[src/rtl/audio_cond_pkg.sv]
// Shared sample widths, volume encodings and saturation helpers for the
// audio sample conditioner.
package audio_cond_pkg;

  localparam int IN_W  = 18;
  localparam int MID_W = 17;
  localparam int OUT_W = 16;
  localparam int SAT_W = MID_W + 1;

  localparam logic [1:0] VOL_OFF     = 2'd0;
  localparam logic [1:0] VOL_QUARTER = 2'd1;
  localparam logic [1:0] VOL_HALF    = 2'd2;
  localparam logic [1:0] VOL_UNITY   = 2'd3;

  localparam logic signed [SAT_W-1:0] SAT_MAX = 18'sh07FFF;
  localparam logic signed [SAT_W-1:0] SAT_MIN = 18'sh38000;

  function automatic logic [OUT_W-1:0] sat16(input logic signed [SAT_W-1:0] v);
    logic [OUT_W-1:0] r;
    if (v > SAT_MAX) begin
      r = 16'h7FFF;
    end else if (v < SAT_MIN) begin
      r = 16'h8000;
    end else begin
      r = v[OUT_W-1:0];
    end
    return r;
  endfunction

  function automatic logic sat_clip(input logic signed [SAT_W-1:0] v);
    return (v > SAT_MAX) || (v < SAT_MIN);
  endfunction

endpackage

[src/rtl/audio_sample_conditioner_lp.sv]
// One audio channel: first-order low-pass, tick capture and 16-bit saturation.
// Build option AUDIO_DC_BLOCK_EN inserts a tick-rate DC-blocking stage before saturation.
module audio_lp_channel
  import audio_cond_pkg::*;
#(
  parameter int IN_SHIFT = 1,
  parameter int LP_SHIFT = 4
) (
  input  logic                    clk,
  input  logic                    resetn,
  input  logic                    in_valid_i,
  input  logic                    tick_i,
  input  logic signed [IN_W-1:0]  audio_i,
  output logic [OUT_W-1:0]        sat_o,
  output logic                    clip_o
);

  localparam int S_W = MID_W + LP_SHIFT;

  logic signed [MID_W-1:0] x_s;
  logic signed [MID_W-1:0] y_s;
  logic signed [S_W-1:0]   s_q;
  logic signed [S_W-1:0]   s_d;
  logic signed [SAT_W-1:0] pre_sat_s;
  logic                    sat_en_s;
  logic [OUT_W-1:0]        sat_q;
  logic                    clip_q;

  assign x_s = MID_W'(audio_i >>> IN_SHIFT);
  assign y_s = MID_W'(s_q >>> LP_SHIFT);

  always_comb begin
    s_d = s_q;
    if (in_valid_i) begin
      s_d = s_q + S_W'(x_s) - S_W'(y_s);
    end else begin
      s_d = s_q;
    end
  end

  always_ff @(posedge clk or negedge resetn) begin
    if (!resetn) begin
      s_q <= {S_W{1'b0}};
    end else begin
      s_q <= s_d;
    end
  end

`ifdef AUDIO_DC_BLOCK_EN
  localparam int M_W = 27;

  logic signed [MID_W-1:0] ycap_q;
  logic                    cap_vld_q;
  logic signed [M_W-1:0]   m_q;

  // d = y - mean; the mean tracks y with a 2^-10 coefficient at the tick rate
  assign pre_sat_s = SAT_W'(ycap_q) - SAT_W'(m_q >>> 10);
  assign sat_en_s  = cap_vld_q;

  always_ff @(posedge clk or negedge resetn) begin
    if (!resetn) begin
      ycap_q    <= {MID_W{1'b0}};
      cap_vld_q <= 1'b0;
      m_q       <= {M_W{1'b0}};
    end else begin
      cap_vld_q <= tick_i;
      if (tick_i) begin
        ycap_q <= y_s;
      end
      if (cap_vld_q) begin
        m_q <= m_q + M_W'(pre_sat_s);
      end
    end
  end
`else
  // y is taken from s_q, so a same-cycle in_valid update is not yet visible
  assign pre_sat_s = SAT_W'(y_s);
  assign sat_en_s  = tick_i;
`endif

  always_ff @(posedge clk or negedge resetn) begin
    if (!resetn) begin
      sat_q  <= {OUT_W{1'b0}};
      clip_q <= 1'b0;
    end else if (sat_en_s) begin
      sat_q  <= sat16(pre_sat_s);
      clip_q <= sat_clip(pre_sat_s);
    end
  end

  assign sat_o  = sat_q;
  assign clip_o = clip_q;

endmodule

[src/rtl/audio_sample_conditioner.sv]
// Stereo audio conditioner: low-pass, fractional-rate decimation, saturation, volume/mute.
// Build option AUDIO_DC_BLOCK_EN adds a DC-blocking stage (one extra cycle of latency).
module audio_sample_conditioner
  import audio_cond_pkg::*;
#(
  parameter int CLK_HZ   = 32000000,
  parameter int RATE_HZ  = 48000,
  parameter int ACC_W    = 32,
  parameter int IN_SHIFT = 1,
  parameter int LP_SHIFT = 4
) (
  input  logic                   clk,
  input  logic                   resetn,
  input  logic                   in_valid,
  input  logic signed [IN_W-1:0] audio_l,
  input  logic signed [IN_W-1:0] audio_r,
  input  logic [1:0]             volume,
  input  logic                   mute,
  output logic [OUT_W-1:0]       out_l,
  output logic [OUT_W-1:0]       out_r,
  output logic                   out_valid,
  output logic                   out_toggle,
  output logic                   clip
);

  localparam logic [ACC_W-1:0] RATE_C = ACC_W'(RATE_HZ);
  localparam logic [ACC_W-1:0] CLK_C  = ACC_W'(CLK_HZ);

  logic [ACC_W-1:0] acc_q;
  logic [ACC_W-1:0] acc_d;
  logic [ACC_W-1:0] acc_sum_s;
  logic             tick_s;
  logic             s1_vld_q;
  logic             stage_vld_s;
  logic [OUT_W-1:0] sat_l_s;
  logic [OUT_W-1:0] sat_r_s;
  logic             clip_l_s;
  logic             clip_r_s;
  logic [OUT_W-1:0] out_l_q;
  logic [OUT_W-1:0] out_r_q;
  logic             out_valid_q;
  logic             out_toggle_q;
  logic             clip_q;

  function automatic logic [OUT_W-1:0] apply_vol(input logic [OUT_W-1:0] v,
                                                 input logic [1:0] vol,
                                                 input logic mute_en);
    logic signed [OUT_W-1:0] sv;
    logic [OUT_W-1:0]        r;
    sv = signed'(v);
    case (vol)
      VOL_OFF:     r = {OUT_W{1'b0}};
      VOL_QUARTER: r = sv >>> 2;
      VOL_HALF:    r = sv >>> 1;
      VOL_UNITY:   r = v;
      default:     r = {OUT_W{1'b0}};
    endcase
    return mute_en ? {OUT_W{1'b0}} : r;
  endfunction

  assign acc_sum_s = acc_q + RATE_C;

  // Phase accumulator wraps modulo CLK_HZ, giving exactly RATE_HZ ticks per CLK_HZ cycles
  always_comb begin
    acc_d  = acc_sum_s;
    tick_s = 1'b0;
    if (acc_sum_s >= CLK_C) begin
      acc_d  = acc_sum_s - CLK_C;
      tick_s = 1'b1;
    end else begin
      acc_d  = acc_sum_s;
      tick_s = 1'b0;
    end
  end

  audio_lp_channel #(.IN_SHIFT(IN_SHIFT), .LP_SHIFT(LP_SHIFT)) u_lp_l (
    .clk(clk), .resetn(resetn), .in_valid_i(in_valid), .tick_i(tick_s),
    .audio_i(audio_l), .sat_o(sat_l_s), .clip_o(clip_l_s)
  );

  audio_lp_channel #(.IN_SHIFT(IN_SHIFT), .LP_SHIFT(LP_SHIFT)) u_lp_r (
    .clk(clk), .resetn(resetn), .in_valid_i(in_valid), .tick_i(tick_s),
    .audio_i(audio_r), .sat_o(sat_r_s), .clip_o(clip_r_s)
  );

`ifdef AUDIO_DC_BLOCK_EN
  logic s1b_vld_q;

  always_ff @(posedge clk or negedge resetn) begin
    if (!resetn) begin
      s1b_vld_q <= 1'b0;
    end else begin
      s1b_vld_q <= s1_vld_q;
    end
  end

  assign stage_vld_s = s1b_vld_q;
`else
  assign stage_vld_s = s1_vld_q;
`endif

  always_ff @(posedge clk or negedge resetn) begin
    if (!resetn) begin
      acc_q        <= {ACC_W{1'b0}};
      s1_vld_q     <= 1'b0;
      out_l_q      <= {OUT_W{1'b0}};
      out_r_q      <= {OUT_W{1'b0}};
      out_valid_q  <= 1'b0;
      out_toggle_q <= 1'b0;
      clip_q       <= 1'b0;
    end else begin
      acc_q       <= acc_d;
      s1_vld_q    <= tick_s;
      out_valid_q <= stage_vld_s;
      if (stage_vld_s) begin
        out_l_q      <= apply_vol(sat_l_s, volume, mute);
        out_r_q      <= apply_vol(sat_r_s, volume, mute);
        out_toggle_q <= ~out_toggle_q;
        clip_q       <= clip_l_s | clip_r_s;
      end else begin
        clip_q <= 1'b0;
      end
    end
  end

  assign out_l      = out_l_q;
  assign out_r      = out_r_q;
  assign out_valid  = out_valid_q;
  assign out_toggle = out_toggle_q;
  assign clip       = clip_q;

endmodule

[config.mk]
export PLATFORM = sky130hd
export DESIGN_NAME = audio_sample_conditioner
export DESIGN_NICKNAME = d
export VERILOG_FILES = /design/src/rtl/audio_cond_pkg.sv /design/src/rtl/audio_sample_conditioner_lp.sv /design/src/rtl/audio_sample_conditioner.sv
export SDC_FILE = /design/constraint.sdc
export NUM_CORES = 1
export LEC_CHECK = 0
export CAP_MARGIN = 20
export CORE_ASPECT_RATIO = 1.25
export CORE_MARGIN = 1.5
export CORE_UTILIZATION = 60
export DETAILED_ROUTE_END_ITERATION = 10
export PLACE_DENSITY = 0.85
export SETUP_SLACK_MARGIN = 0.02
export SYNTH_ARGS = -nofsm -noshare
export SYNTH_HDL_FRONTEND = slang
export SYNTH_SLANG_ARGS = --single-unit
[constraint.sdc]
create_clock -name clk -period 3.4 [get_ports clk]
set_input_delay 1.02 -clock clk [delete_from_list [all_inputs] [get_ports clk]]
set_output_delay 1.02 -clock clk [all_outputs]
set_load 0.005 [all_outputs]
# Word level (Yosys, flattened, before mapping)
# Cells that the tools add are included.
# op_classes
bitwise	2
n_eq_ne	3
n_reduce_logical	3
addsub	6
n_mux	11
magnitude_cmp	5
# ops
op	count
one-hot mux 16 bit (4 select lines)	2
2-to-1 mux 16 bit	6
adder 21 x 17 -> 21 bit	2
subtractor 21 x 17 -> 21 bit	2
> comparator 17 x 16 -> 1 bit, second input constant	2
less-than comparator 17 x 16 -> 1 bit, second input constant	2
adder 32 x 16 -> 32 bit, second input constant	1
>= comparator 32 x 25 -> 1 bit, second input constant	1
2-to-1 mux 32 bit	1
subtractor 32 x 25 -> 32 bit, second input constant	1
equality test 2 bit, second input constant	2
equality test 2 x 1 -> 1 bit, second input constant	1
logical NOT 2 bit	1
logical OR 1 bit	2
2-to-1 mux 1 bit	2
inverter 1 bit	1
OR 1 bit	1
# word_totals
reg_bits	144

# Logic depth before layout (Yosys ltp)
# depth
ltp_word	3
mapped_depth	18
depth_no_buf	15

# Hierarchy
# From an unflattened synthesis, not the netlist that was laid out.
# hier_totals
cells_unflattened	1180
hier_area_um2	10637.7
# modules_own_cells
module	seq_area_each_um2	n_inst	area_per_inst_um2	cells_each
audio_sample_conditioner	1526.5	1	3908.7	433
audio_lp_channel (u_lp_r)	950.9	1	3437.0	384
audio_lp_channel (u_lp_l)	950.9	1	3291.9	363

# Least setup slack after synthesis
# No wires, ideal clock.
# synth_path
path_kind	input -> register
from	input audio_r[2]
to	register u_lp_r.s_q[19]
required_ns	3.261
setup_time_ns	0.139
path_slack_ns	-0.228
stages	13
path_buffers	0
t_arrival_ns	3.490
cell_sequence	inv_1 > fa_1 > inv_1 > ha_1 > a21o_1 > a211o_1 > a21boi_0 > o31ai_1 > a211oi_1 > o21ai_0 > a21oi_1 > xor2_1 > mux2i_1
# synth_between
elab_chain_len	2
# synth_lines
element	line_no	source
start, declared	audio_sample_conditioner.sv:16	input logic signed [IN_W-1:0] audio_r,
adder 21 x 17 -> 21 bit	audio_sample_conditioner_lp.sv:35	s_d = s_q + S_W'(x_s) - S_W'(y_s);
subtractor 21 x 17 -> 21 bit	audio_sample_conditioner_lp.sv:35	
end signal, assigned	audio_sample_conditioner_lp.sv:43	s_q <= {S_W{1'b0}};
end, declared	audio_sample_conditioner_lp.sv:22	logic signed [S_W-1:0] s_q;
# No other way between the ends.
# A chain may end at the register's enable or synchronous reset.

# Final worst setup path
# layout_path
from	input audio_l[8]
to	register u_lp_l.s_q[15]
# layout_between
elab_chain_len	2
# layout_lines
element	line_no	source
start, declared	audio_sample_conditioner.sv:15	input logic signed [IN_W-1:0] audio_l,
adder 21 x 17 -> 21 bit	audio_sample_conditioner_lp.sv:35	
subtractor 21 x 17 -> 21 bit	audio_sample_conditioner_lp.sv:35	
end signal, assigned	audio_sample_conditioner_lp.sv:43	
end, declared	audio_sample_conditioner_lp.sv:22	
# No other way between the ends.

==> results.toml <==
[status]
outcome = "finished with violations"
violations = "negative setup slack"

[logic_synthesis]
yosys.area_share.simple = 0.1058
synthArstFlopShare = 1.000
yosys_warnings = 0
synth.largest_area_cell = "dfrtp_1"
synth_flop_cell = "dfrtp_1"
synth_top_family_by_area = "compound AO/OA/AOI/OAI gates"
synthAdderAreaFrac = 0.1437
synthMuxAreaShare = 0.03715
syn_inst = 1155
synth_edf_count = 0
synth-xor-area-share = 0.06762
seq_area_frac_synth = 0.3393
synth_top_area_frac = 0.3393
ys_seq_elements = 137
netlist_top_cells_area = "dfrtp_1, fa_1, inv_1"
synth_nets = 1285
syn_area_sq_um = 10100
synth.avg_cell_area_sq_um = 8.748
synth_compound_area_frac = 0.2041
synth.distinct_cells = 79

[flow_run]
cap_violations = 0

[cells_and_area]
fillers = 855
drive_above_1_share = 0.2412
instances_no_fill = 1551
layout.nets = 1452
num_antenna_cells = 0
area_growth_pct = 31.00

[routing]
drt_first_pass_iters = 6
wl_um = 33650
viasPerCell = 6.347
drc = 0
num_vias = 9844
postRouteAntennaNets = 0
drt_iter0_drc = 1295
wl_per_cell_um = 21.69

[placement]
gp_congestion = 0.9361
dp_cells = 1497
hpwl_um = 18170
port_buffers = 74

[global_routing]
grt_max_degree = 73
overflow = 0
grt_pass1_vias = 9643
gr-usage-met3 = 0.06672
antenna_found_initial = 0
met2_usage = 0.6006
met1_usage = 0.4165
grt_usage = 0.3469
busiest_layer = "met2"
grt_first_pass_wirelength_um = 48240

[clock_tree]
clkLatencyLatePin_ns = 0.44
cts-root-buf = "clkbuf_16"
cts_buffers = 17
cts_hold_buf = 0
htreeDepth = 4
clkSlewWorstSetupHoldPaths_ns = 0.06
clock_sinks = 137
clock_path_buffers = 2
cts_tree = "built"

[floorplan]
design.core.area_sq_um = 16330
fp-row-count = 52
ios = 77
start_util = 0.6187
die_x_um = 119.1
die-area_sq_um = 17630
die_y_um = 148.1

[timing]
tightestPinTransition_ns = 0.9030
fin_ws_ns = -0.1241
fin_crit_ns = 3.524
setup_viol = 10
hold_violations = 0
slew_headroom = 0.3958
final.period_utilization = 1.037
clock_skew_ns = 0.007485
fmax_mhz = 283.8
drv_slew = 0
rsz0062_at_grt = "true"

[setup_path]
rr_startpoint = "acc_q[8]"
critPathMaxFanout = 3
worst-r2r-setup-slack_ns = 0.11
cpPeakStageDelay_ns = 0.54
crit_type = "in2reg"
endpoint_kind = "flop"
regToRegEndpoint = "u_lp_r.sat_o[12]"
arrival_ns = 3.81
critPathSlowestCell = "fa_1"
critical_path_required_ns = 3.69
reg2reg_depth = 12
worstPathCellList = "clkdlybuf4s50_1 > inv_1 > fa_1 > inv_2 > ha_4 > nand3_1 > o31ai_4 > buf_6 > a21oi_4 > o21bai_1 > a21oi_2 > xor2_1 > mux2i_1"
cp-start-kind = "input pin"

[worst_hold_path]
min_to = "out_toggle"
hp-class = "reg2reg"
min-delay-start = "out_toggle"
holdPathStages = 1
layer usage:
layer	up-vias	routed length (um)
met5	-	0
met4	0	2437
met3	225	2809
met2	660	16530
met1	4768	11870
li1	4191	-
synthesized netlist by cell type, drive strengths merged (7+ instances only):
master  number
a21o        11
clkbuf      33
buf         18
fa          40
xnor2       52
ha          48
nor2b        7
xor2        26
dfrtp      137
nand2      100
a211o       30
inv        210
o21a         7
o21ai      135
a22oi        7
mux2i       36
o22ai        7
a21oi       67
o31ai        7
nand3       23
nor2        36
o21bai       9
nor3        16
a211oi       9
kinds of logic (layout without fill, tap and decap cells):
logic type / after synthesis / in the layout
AO/OA/AOI/OAI: 324 / 324
adder cells (fa/ha/maj): 93 / 93
buffers and inverters: 262 / 442
AND/OR/NAND/NOR: 224 / 224
flip-flops: 137 / 137
XOR/XNOR: 78 / 78
multiplexers: 37 / 37
flip-flops by register name (all words and copies together) (netlist names), 16 cells and up:
| signal | count |
|---|---|
| u_lp_l.sat_o | 16 |
| out_l | 16 |
| u_lp_r.sat_o | 16 |
| u_lp_l.s_q | 21 |
| acc_q | 25 |
| u_lp_r.s_q | 21 |
| out_r | 16 |
layout make-up:
class	instances	area (sq um)	area share
Multi-Input combinational cell	756	6386	0.4825
Clock buffer	20	456.7	0.03451
Tap cell	216	270.3	0.02042
Timing Repair Buffer	199	1733	0.1309
Clock inverter	12	147.6	0.01116
Sequential cell	137	3430	0.2591
Inverter	211	812.0	0.06135
how the worst max path moves through the flow:
| stage | from | end | slack, ns |
|---|---|---|---|
| 4_1_cts | audio_r[5] | u_lp_r.s_q[20] | 0.03 |
| 3_5_place_dp | audio_r[2] | u_lp_r.s_q[19] | -0.89 |
| 3_3_place_gp | audio_l[2] | u_lp_l.s_q[19] | -0.77 |
| 2_1_floorplan | audio_l[2] | u_lp_l.s_q[19] | -0.03 |
| 5_1_grt | audio_l[8] | u_lp_l.s_q[15] | -0.15 |
| 6_report | audio_l[8] | u_lp_l.s_q[15] | -0.12 |
stage by stage:
stage               setup slack, ns  TNS [ns]  hold WS [ns]  utilization  area, sq um
floorplan                  -0.02993  -0.07722        0.3519            -        10150
global placement            -0.7683    -16.28        0.4513       0.7171        11710
detailed placement          -0.8943    -19.58        0.4565       0.7171        11710
CTS                         0.02635         0        0.4681       0.7852        12820
global route                -0.1460    -1.252        0.4956       0.8105        13240
finish                      -0.1241   -0.5933        0.4632       0.8105        13240
critical path, delay by kind of cell:
family	cells	cell delay, ns
AO/OA/AOI/OAI	4	0.72
XOR/XNOR	1	0.19
adder cells (fa/ha/maj)	2	0.83
buffers and inverters	4	0.81
multiplexers	1	0.10
AND/OR/NAND/NOR	1	0.13
timing repair:
action,CTS,global route
buffers inserted,11,12
gates cloned,0,1
endpoints found under the setup margin,32,69
pin swaps,73,65
gates resized for setup,116,82
cells in the final DEF (no fill, tap or decap), drive strengths merged, types with 4 or more instances in the layout:
master,synthesis,routed
a211o,30,30
a211oi,9,9
a21boi,6,6
a21o,11,11
a21oi,67,67
a22oi,7,7
a31oi,4,4
and2,5,5
and3,5,5
buf,18,130
clkbuf,33,23
clkdlybuf4s50,0,49
clkinv,1,7
dfrtp,137,137
dlygate4sd2,0,9
dlymetal6s2s,0,7
fa,40,40
ha,48,48
inv,210,211
maj3,5,5
mux2i,36,36
nand2,100,100
nand3,23,23
nand3b,4,4
nor2,36,36
nor2b,7,7
nor3,16,16
nor4,4,4
o21a,7,7
o21ai,135,135
o21bai,9,9
o22ai,7,7
o31a,4,4
o31ai,7,7
or2,6,6
or3,4,4
xnor2,52,52
xor2,26,26
Power is not shown: default switching activity piles up to over one toggle a cycle in this logic, so the estimate is an artifact.
